$ cat src/rtl/muldiv_pkg.sv
// Shared definitions for the HI/LO multiply/divide unit: op encodings,
// controller states and the fixed iteration constants.
package muldiv_pkg;

    localparam logic [1:0] OP_MULT  = 2'b00;
    localparam logic [1:0] OP_MULTU = 2'b01;
    localparam logic [1:0] OP_DIV   = 2'b10;
    localparam logic [1:0] OP_DIVU  = 2'b11;

    typedef enum logic [1:0] {
        IDLE,
        CALC,
        FIX
    } state_t;

    localparam logic [31:0] DIV0_QUOT  = 32'hFFFFFFFF;
    localparam int          STEP_COUNT = 32;

endpackage

$ cat src/rtl/muldiv_unit.sv
// Iterative HI/LO multiply/divide unit. Operands are converted to unsigned
// magnitudes at start, one radix-2 step runs per cycle on a single 2*DATA_W
// accumulator/remainder register through one shared adder, and the sign
// correction is applied in a final FIX cycle that writes HI/LO.
module muldiv_unit #(
    parameter int DATA_W = 32
) (
    input  logic              clk,
    input  logic              reset,
    input  logic              start,
    input  logic [1:0]        op,
    input  logic [DATA_W-1:0] rs_data,
    input  logic [DATA_W-1:0] rt_data,
    input  logic              mthi,
    input  logic              mtlo,
    output logic              busy,
    output logic              done,
    output logic [DATA_W-1:0] hi,
    output logic [DATA_W-1:0] lo
);
    import muldiv_pkg::*;

    localparam int CNT_W = $clog2(DATA_W);

    state_t              state;
    state_t              state_next;
    logic [CNT_W-1:0]    counter;
    logic [2*DATA_W-1:0] acc;
    logic [2*DATA_W-1:0] acc_step;
    logic [DATA_W-1:0]   divisor_mag;
    logic [DATA_W-1:0]   dividend_raw;
    logic                is_div;
    logic                div_zero;
    logic                neg_result;
    logic                neg_rem;

    logic                signed_in;
    logic                div_in;
    logic                sign_a_in;
    logic                sign_b_in;
    logic [DATA_W-1:0]   mag_a_in;
    logic [DATA_W-1:0]   mag_b_in;

    logic [DATA_W:0]     add_a;
    logic [DATA_W:0]     add_b;
    logic                add_cin;
    logic [DATA_W:0]     add_sum;
    logic                add_cout;

    logic [2*DATA_W-1:0] prod_fixed;
    logic [DATA_W-1:0]   quot_fixed;
    logic [DATA_W-1:0]   rem_fixed;

    // Controller state register; reset drops any operation in flight.
    always_ff @(posedge clk) begin
        if (reset) begin
            state <= IDLE;
        end else begin
            state <= state_next;
        end
    end

    // Next-state: IDLE waits for start, CALC runs the fixed step count, FIX lasts one cycle.
    always_comb begin
        state_next = state;
        case (state)
            IDLE:    if (start) state_next = CALC;
            CALC:    if (counter == CNT_W'(STEP_COUNT - 1)) state_next = FIX;
            FIX:     state_next = IDLE;
            default: state_next = IDLE;
        endcase
    end

    // Decode the incoming op and strip signs so the iteration only ever sees magnitudes.
    always_comb begin
        signed_in = (op == OP_MULT) || (op == OP_DIV);
        div_in    = (op == OP_DIV)  || (op == OP_DIVU);
        sign_a_in = signed_in & rs_data[DATA_W-1];
        sign_b_in = signed_in & rt_data[DATA_W-1];
        mag_a_in  = sign_a_in ? -rs_data : rs_data;
        mag_b_in  = sign_b_in ? -rt_data : rt_data;
    end

    // Shared adder: multiply adds the multiplicand into the upper half when the
    // low bit is set; divide subtracts the divisor from the left-shifted remainder.
    always_comb begin
        if (is_div) begin
            add_a   = acc[2*DATA_W-1:DATA_W-1];
            add_b   = ~{1'b0, divisor_mag};
            add_cin = 1'b1;
        end else begin
            add_a   = {1'b0, acc[2*DATA_W-1:DATA_W]};
            add_b   = acc[0] ? {1'b0, divisor_mag} : '0;
            add_cin = 1'b0;
        end
        {add_cout, add_sum} = {1'b0, add_a} + {1'b0, add_b} + {{(DATA_W+1){1'b0}}, add_cin};
    end

    // One radix-2 step: shift-right with carry for multiply, restoring shift-left for divide.
    always_comb begin
        if (is_div) begin
            if (add_cout) begin
                acc_step = {add_sum[DATA_W-1:0], acc[DATA_W-2:0], 1'b1};
            end else begin
                acc_step = {acc[2*DATA_W-2:0], 1'b0};
            end
        end else begin
            acc_step = {add_sum, acc[DATA_W-1:1]};
        end
    end

    // Sign correction of the unsigned result before it is committed to HI/LO.
    always_comb begin
        prod_fixed = neg_result ? -acc : acc;
        quot_fixed = neg_result ? -acc[DATA_W-1:0] : acc[DATA_W-1:0];
        rem_fixed  = neg_rem ? -acc[2*DATA_W-1:DATA_W] : acc[2*DATA_W-1:DATA_W];
    end

    // Datapath and architectural HI/LO: latch operands on start, iterate, commit in FIX.
    always_ff @(posedge clk) begin
        if (reset) begin
            counter      <= '0;
            acc          <= '0;
            divisor_mag  <= '0;
            dividend_raw <= '0;
            is_div       <= 1'b0;
            div_zero     <= 1'b0;
            neg_result   <= 1'b0;
            neg_rem      <= 1'b0;
            hi           <= '0;
            lo           <= '0;
            busy         <= 1'b0;
            done         <= 1'b0;
        end else begin
            busy <= (state_next != IDLE);
            done <= 1'b0;
            case (state)
                IDLE: begin
                    if (start) begin
                        acc          <= {{DATA_W{1'b0}}, mag_a_in};
                        divisor_mag  <= mag_b_in;
                        dividend_raw <= rs_data;
                        is_div       <= div_in;
                        div_zero     <= div_in && (rt_data == '0);
                        neg_result   <= sign_a_in ^ sign_b_in;
                        neg_rem      <= sign_a_in;
                        counter      <= '0;
                    end else begin
                        if (mthi) hi <= rs_data;
                        if (mtlo) lo <= rs_data;
                    end
                end
                CALC: begin
                    acc     <= acc_step;
                    counter <= counter + CNT_W'(1);
                end
                FIX: begin
                    if (is_div) begin
                        if (div_zero) begin
                            lo <= DIV0_QUOT;
                            hi <= dividend_raw;
                        end else begin
                            lo <= quot_fixed;
                            hi <= rem_fixed;
                        end
                    end else begin
                        {hi, lo} <= prod_fixed;
                    end
                    done <= 1'b1;
                end
                default: begin
                end
            endcase
        end
    end

endmodule

$ cat config.mk
export PLATFORM = sky130hd
export DESIGN_NAME = muldiv_unit
export DESIGN_NICKNAME = d
export VERILOG_FILES = /design/src/rtl/muldiv_pkg.sv /design/src/rtl/muldiv_unit.sv
export SDC_FILE = /design/constraint.sdc
export NUM_CORES = 1
export LEC_CHECK = 0
export BUFFER_PORTS_ARGS = -buffer_cell sky130_fd_sc_hd__buf_4
export CAP_MARGIN = 20
export CORE_UTILIZATION = 66
export DETAILED_ROUTE_END_ITERATION = 8
export MAX_ROUTING_LAYER = met4
export PLACE_DENSITY = 0.87
export SYNTH_ARGS = -nofsm -noshare
export SYNTH_HDL_FRONTEND = slang
export SYNTH_SLANG_ARGS = --single-unit
$ cat constraint.sdc
create_clock -name clk -period 7.6 [get_ports clk]
set_input_delay 0.76 -clock clk [delete_from_list [all_inputs] [get_ports clk]]
set_output_delay 0.76 -clock clk [all_outputs]
set_load 0.02 [all_outputs]
# Yosys cells after proc, flatten, opt, wreduce, memory -nomap -nowiden
# Cells that the tools add are included.
# word_totals
reg_bits	205
output_inout_bits	66
# op_classes
eq_ne	9
reduce_logical	13
n_addsub	8
mux	29
n_bitwise	4
# ops
cell	n
32-bit 2-to-1 mux	13
64-bit 2-to-1 mux	4
32-bit negator	4
32-bit one-hot mux with 2 select lines	2
64-bit one-hot mux with 2 select lines	1
33-bit 2-to-1 mux	2
64-bit negator	1
33-bit by 33-bit adder with 34-bit output	1
34-bit by 1-bit adder with 34-bit output	1
32-bit NOT with 33-bit output	1
32-bit logical NOT	1
5-bit one-hot mux with 2 select lines	1
2-bit inequality test (second input constant)	4
2-bit == test (second input constant)	3
3-bit AND reduction	2
2-bit nonzero test	3
5-bit by 1-bit adder with 5-bit output (second input constant)	1
5-bit == test (second input constant)	1
5-bit 2-to-1 mux	1
2-bit logical NOT	2
2-bit 2-to-1 mux	2
2-bit one-hot mux with 2 select lines	1
2-bit AND reduction	2
1-bit bitwise AND	2
other kinds (5)	7

# Depth between registers and ports, before layout
# Gate-level depths: netlist (run 1).
# logic_depth
word_depth	7
depth_mapped	19

# Least setup slack after synthesis (run 1)
# OpenSTA, ideal clock, no wires.
# synth_path
kind	reg-to-reg
from	register is_div
to	register acc[63]
path_stages_with_launch	18
n_path_buf	6
arrival_ns	4.203
path_slack_ns	3.274
cell_sequence	dfxtp_1 -> clkbuf_1 -> clkbuf_1 -> clkbuf_1 -> clkbuf_1 -> mux2_2 -> ha_1 -> clkbuf_1 -> and4_1 -> and3_1 -> o211ai_1 -> a31oi_1 -> o41ai_1 -> o21a_1 -> clkbuf_1 -> nand3b_1 -> o211ai_1 -> o21ai_0
# synth_between
elab_chain_len	6
# synth_rtl
item	line_no	text
from (decl)	muldiv_unit.sv:32	logic is_div;
from (signal assigned)	muldiv_unit.sv:143	is_div <= div_in;
33-bit 2-to-1 mux	muldiv_unit.sv:87	if (is_div) begin
33-bit by 33-bit adder with 34-bit output	muldiv_unit.sv:96	{add_cout, add_sum} = {1'b0, add_a} + {1'b0, add_b} + {{(DATA_W+1){1'b0}}, add_cin};
34-bit by 1-bit adder with 34-bit output	muldiv_unit.sv:96	
64-bit 2-to-1 mux	muldiv_unit.sv:102	if (add_cout) begin
64-bit 2-to-1 mux *	muldiv_unit.sv:101	if (is_div) begin
64-bit one-hot mux with 2 select lines *	muldiv_unit.sv:137	case (state)
to (signal assigned)	muldiv_unit.sv:140	acc <= {{DATA_W{1'b0}}, mag_a_in};
to (signal assigned)	muldiv_unit.sv:154	acc <= acc_step;
to (decl)	muldiv_unit.sv:28	logic [2*DATA_W-1:0] acc;
# Every way passes the cells marked *; elsewhere a longest branch is shown, timed or not.
# A chain may end at the register's enable or synchronous reset.

# Final worst setup path (run 1)
# layout_path
from	register is_div
to	register acc[32]
# The elaborated chain is that of the path after synthesis.

==> summary.txt, run 1 <==
Timing
  – Hold Vio Cnt, Final: 0
  – Final hold slack: roughly 450 ps
  – Number of setup violations in the final report: 0
  – Final Worst Setup Slack: just over 2000 ps
  – Least-Margin Pin Slew: 1120 ps
  – Timing-limited maximum frequency: 181 MHz
  – Final worst path period need: 5520 ps
  – Total Neg Setup Slack: 0 ps
  – Max-slew violations: 0
  – Relative slew slack: 0.253
  – Skew final: 27.9 ps
  – RSZ-0062 raised after global routing: false
  – Tcrit/Tclk final: 0.727

Worst setup path
  – Crit start category: flop
  – Type of destination of the critical path: flop
  – Minimum setup slack among reg-to-reg paths: around 2100 ps
  – Cell depth of the worst flop-to-flop path: 12
  – Critical Path RT: just over 8000 ps
  – Reg2reg end: acc[32]
  – Setup Crit Path Kind: flop to flop
  – Worst endpoint data arrival time: 5980 ps
  – Largest fanout of any net on the critical path: 87
  – Worst r2r src: is_div
  – CP startpoint: is_div

Logic synthesis
  – Warnings, synthesis: 0
  – Number of different library cells in the post-synthesis netlist: 76
  – Number of enable flip-flop cells after synthesis: 0
  – Prevailing post-synth register cell: dfxtp_1
  – Leading area contributor after synthesis: dfxtp_1
  – Net count after synthesis: 2,094
  – Post-synth ARST share: 0
  – Share of Yosys cell area claimed by the top area cell type: 0.278
  – Register bit count reported by yosys: around 210
  – Average cell area after synthesis: roughly 7.4 um^2
  – Post-synthesis sequential area ratio: 0.278
  – Netlist Area Pre-Place: 14,800 um^2
  – Cell types occupying the most area after synthesis: dfxtp_1, nand2_1, xnor2_1
  – Number of standard cells after synthesis: roughly 2,000

Detailed routing
  – Count of antenna-violating nets left after detailed routing: 0
  – Highest metal layer with signal wires: met4
  – Number of iterations in the first detailed-routing pass: 6
  – Wire per inst: roughly 22 um
  – Post-route DRC violation count: 0
  – Final Routed Wirelength: slightly below 50,000 um
  – Via/cell ratio: 6.90
  – Met3 wire length: roughly 5000 um
  – Metal1 wirelength: 18,700 um
  – Met2 wire len: roughly 22,000 um
  – Via total after detailed routing: 15,600
  – DRC marker count from the first detailed-route iteration: around 1,700

Global route
  – Number of global-route vias before repair: 13,800
  – Maximum number of pins on one net before global-route repair: just over 90
  – Wire length of the first global-routing pass: around 74,000 um
  – Total gr overflow: 0
  – Overall track demand over capacity in global routing: 0.426
  – Antenna violations before repair: 0

Floorplan
  – Die area: 23,000 um^2
  – Starting density of the core: 0.675
  – Top-Level Pins: around 140
  – Die W: 152 um
  – CORE AREA: approximately 22,000 um^2
  – Vertical die dimension: 152 um
  – Standard-cell rows: 54

Finish
  – Highest-count cells in the layout ignoring fill and taps: nand2_1, dfxtp_1, nor2_1
  – Layout fillers: roughly 1,700
  – Share of post-route cells with drive strength above 1: 0.144
  – Area of the multi-input gates: 9820 um^2
  – FF/Latch Area: approximately 4100 um^2
  – Net count reported at finish: 2,082
  – P&R area growth vs syn: 10.9%
  – Leading cell type in the layout, fill and taps excluded: nand2_1
  – Inserted Diodes: 0
  – Count of placed standard cells in the final layout, fillers left out: between 2,000 and 2,500
  – Core utilization of the finished layout: 0.748

Worst hold path
  – Min-delay src: dividend_raw[4]
  – Number of cells on the worst hold path: 2
  – Hold worst-path end: dividend_raw[4]
  – Class of the worst hold path: flop to flop

Clock tree
  – Master cell of the clock root buffer: clkbuf_16
  – Clk slew on worst S/H paths: roughly 70 ps
  – Maximum number of buffers from clock root to sink: 3
  – H-tree levels: 1
  – TritonCTS Sinks: 205
  – Post-cts repair resize count: 0
  – TritonCTS Buffers: 23
  – Count of buffers added by post-CTS timing repair for setup: 0
  – Clock Latency Late Sink: between 500 and 600 ps
  – CTS tree: done
  – Cts hold-fix bufs: 0

Place
  – RePlAce Congestion: 1.01
  – PortBufs: around 140
  – Number of cells after detailed placement: around 2,200
  – Half-perimeter wire length of the detailed placement result: approximately 34,000 um
  – Setup slack after placement: approximately 2300 ps

Job
  – Max capacitance violation total: 0

Status
  – Run status: complete, no violations

Power and ir drop
  – Static leakage: 6.20 nW
  – Pwr per Cell Area: 192 nW/um^2
  – Worst-case vdd ir drop: around 0.15 mV
==> worst max-delay path, cell delays in order, from the launching register on <==
cell      delay (ps)
dfxtp_4          730
buf_4            890
mux2_2           420
ha_1             390
and4_1           260
and3_1           190
o211ai_1         130
a31oi_1          200
o41ai_1          750
o21a_1           920
inv_1            160
a21o_1           220
a21oi_1          130
==> per-stage QoR <==
stage | total power [W] | cell area [um^2]
2_1_floorplan | 0.00174 | 14800
4_1_cts | 0.00313 | 16400
3_3_place_gp | 0.00194 | 15600
5_1_grt | 0.00326 | 16400
6_report | 0.00315 | 16400
3_5_place_dp | 0.00196 | 15600
==> power breakdown <==
group          internal (W)  switching [W]
clock network      0.000703       0.000490
registers           0.00114      0.0000989
logic              0.000275       0.000443
==> logic make-up (layout without fill, tap and decap cells) <==
| group | count (synthesis) | after routing | synth area share |
|---|---|---|---|
| compound gates | 642 | 642 | 0.280 |
| buf+inv | 222 | 226 | 0.0584 |
| fa+ha+maj | 40 | 40 | 0.0349 |
| simple gates | 647 | 647 | 0.204 |
| flops | 205 | 205 | 0.278 |
| xor+xnor | 158 | 158 | 0.0937 |
| mux | 69 | 69 | 0.0521 |
==> final cells by class <==
type                            instances  share of cell area
Clock inverter                         12              0.0100
Inverter                               26             0.00596
Multi-Input combinational cell       1556               0.600
Tap cell                              280              0.0214
Sequential cell                       205               0.251
Timing Repair Buffer                  159              0.0734
Clock buffer                           29              0.0389
==> registers in the layout, summed over array words and instances (netlist names), 2 cells and up <==
register      count
state             2
counter           5
lo               32
hi               32
dividend_raw     32
acc              64
divisor_mag      32
==> metal layers <==
metal	track usage	vias up
li1	-	7217
met5	-	-
met2	0.642	986
met4	0.270	0
met3	0.0796	235
met1	0.524	7204
==> synth_stat cells (all sizes together), types with 29 or more instances <==
master,instances
nand3,47
nor2,171
nor3,39
a21oi,150
xor2,69
dfxtp,205
a211oi,81
xnor2,89
ha,38
nor4,29
o22ai,48
o21ai,162
nand2,249
clkbuf,169
o221ai,55
mux2,63
==> worst max path at each step <==
stage	to	slack [ps]	cells after the start
floorplan	acc[63]	3270	17
global placement	acc[32]	2370	12
detailed placement	acc[32]	2260	12
CTS	acc[32]	2210	12
global route	acc[32]	1730	12
finish	acc[32]	2080	12
Power figures use the tool's default switching activity.
==> run 2: changes to the inputs <==
- CORE_UTILIZATION: 66 -> 61
- PLACE_DENSITY: 0.87 -> 0.82
- clock period: 7.6 -> 5.7 ns (I/O delays scaled with it)
==> summary.txt, run 2 (synthesis results as in run 1) <==
Status
  – Run status: complete, no violations

Worst setup path
  – Cell at the slowest stage of the critical path: o41ai_1
  – Crit start category: flop
  – Maximum single-stage delay on the critical path: around 840 ps
  – Critical Path RT: 6080 ps
  – CP cell instances: buf_4 -> mux2_2 -> ha_1 -> a211oi_1 -> nor2_1 -> o21ai_0 -> nand2_1 -> o41ai_1 -> o211ai_1 -> buf_4 -> o221a_2 -> o21ai_0 -> a21oi_1
  – Largest fanout of any net on the critical path: between 50 and 60
  – Type of destination of the critical path: flop
  – Setup Crit Path Kind: flop to flop
  – Cell depth of the worst flop-to-flop path: 13
  – Minimum setup slack among reg-to-reg paths: approximately 1000 ps
  – Worst endpoint data arrival time: 5090 ps

Job
  – Max capacitance violation total: 0

Floorplan
  – Die area: 24,800 um^2
  – Starting density of the core: 0.626
  – Vertical die dimension: approximately 160 um
  – Die W: ~160 um
  – Top-Level Pins: 137
  – CORE AREA: about 24,000 um^2
  – Standard-cell rows: 56

Finish
  – Highest-count cells in the layout ignoring fill and taps: nand2_1, dfxtp_1, nor2_1
  – Share of post-route cells with drive strength above 1: 0.144
  – Net count reported at finish: roughly 2,100
  – Inserted Diodes: 0
  – P&R area growth vs syn: 11.2%
  – Register ranked first by flip-flop count: acc
  – Number of flip-flops under the largest register name: 64
  – Leading cell type in the layout, fill and taps excluded: nand2_1
  – Layout fillers: 2,046

Detailed routing
  – Via total after detailed routing: around 16,000
  – Count of antenna-violating nets left after detailed routing: 0
  – Wire per inst: 21.6 um
  – Post-route DRC violation count: 0
  – Number of iterations in the first detailed-routing pass: 7
  – Via/cell ratio: 6.78
  – Final Routed Wirelength: around 50,000 um
  – DRC marker count from the first detailed-route iteration: around 2,000

Global route
  – Wire length of the first global-routing pass: just under 80,000 um
  – Number of global-route vias before repair: between 10,000 and 15,000
  – Total gr overflow: 0
  – Antenna violations before repair: 0
  – Overall track demand over capacity in global routing: 0.405
  – Maximum number of pins on one net before global-route repair: between 80 and 90

Clock tree
  – Post-cts repair resize count: 0
  – CTS tree: done
  – Maximum number of buffers from clock root to sink: 3
  – TritonCTS Buffers: 24
  – Count of buffers added by post-CTS timing repair for setup: 0
  – TritonCTS Sinks: between 200 and 250
  – Clk slew on worst S/H paths: ~60 ps
  – H-tree levels: 1
  – Clock Latency Late Sink: between 500 and 600 ps
  – Master cell of the clock root buffer: clkbuf_16
  – Cts hold-fix bufs: 0

Timing
  – RSZ-0062 raised after global routing: false
  – Tcrit/Tclk final: 0.826
  – Least-Margin Pin Slew: roughly 1200 ps
  – Skew final: ~16 ps
  – Total Neg Setup Slack: 0 ps
  – Relative slew slack: 0.227
  – Hold Vio Cnt, Final: 0
  – Max-slew violations: 0
  – Final worst path period need: about 4700 ps
  – Timing-limited maximum frequency: ~210 MHz
  – Number of setup violations in the final report: 0

Power and ir drop
  – Post-layout total power: between 0.004 and 0.005 W
  – Worst-case vdd ir drop: ~0.23 mV
  – Pwr per Cell Area: 254 nW/um^2
  – Static leakage: between 6 and 7 nW

Place
  – PortBufs: roughly 140
  – RePlAce Congestion: a little over 1
  – Half-perimeter wire length of the detailed placement result: between 30,000 and 40,000 um

Worst hold path
  – Class of the worst hold path: input port to flop
  – Number of cells on the worst hold path: 3
run 2: cell count changes in the layout (fill, tap and decap cells not counted), sizes merged:
cell / delta
bufinv: -1
dlymetal6s2s: -1
clkbuf: +2
inv: -1
buf: +1
clkinv: +2
run 2: per-stage QoR:
step	setup slack (ps)	cell area, um^2	std cells	hold WS, ps	util
after global placement	1330	15600	2264	441	0.662
final	994	16400	2308	340	0.696
after detailed placement	1140	15600	2264	448	0.662
after CTS	1120	16400	2307	333	0.696
after global routing	750	16400	2308	335	0.696
after floorplan	1370	14800	1983	433	-
run 2: report_power, final:
part	leakage [nW]	internal, W	switching (W)
registers	1.68	0.00152	0.000141
logic	4.11	0.000368	0.000581
clock network	0.391	0.000909	0.000653
total	6.19	0.00280	0.00138
run 2: final timing paths:
kind / from / end
max: is_div / acc[39]
min: rt_data[1] / divisor_mag[1]
max reg2reg: is_div / acc[39]
min reg2reg: lo[24] / lo[24]
run 2: final cells by class:
cell class                 instances  area (um^2)  area share
timing repair buffer             159         1210      0.0736
tap                              319          399      0.0243
sequential                       205         4110       0.250
multi-input combinational       1556         9830       0.598
inverter                          26         97.6     0.00594
clock inverter                    12          134     0.00815
clock buffer                      31          657      0.0400
run 2: critical path, delay by kind of cell (launching register included):
family / cells / cell delay [ps]
AO/OA/AOI/OAI: 7 / 1910
buffers and inverters: 2 / 820
flip-flops: 1 / 800
adder cells (fa/ha/maj): 1 / 410
multiplexers: 1 / 390
AND/OR/NAND/NOR: 2 / 190
run 2: per-layer routing:
layer / track usage / routed length [um] / vias up
li1: - / - / 7225
met1: 0.512 / 19500 / 7291
met2: 0.621 / 22500 / 947
met3: 0.0471 / 4720 / 186
met4: 0.240 / 3140 / 0
met5: - / 0 / -
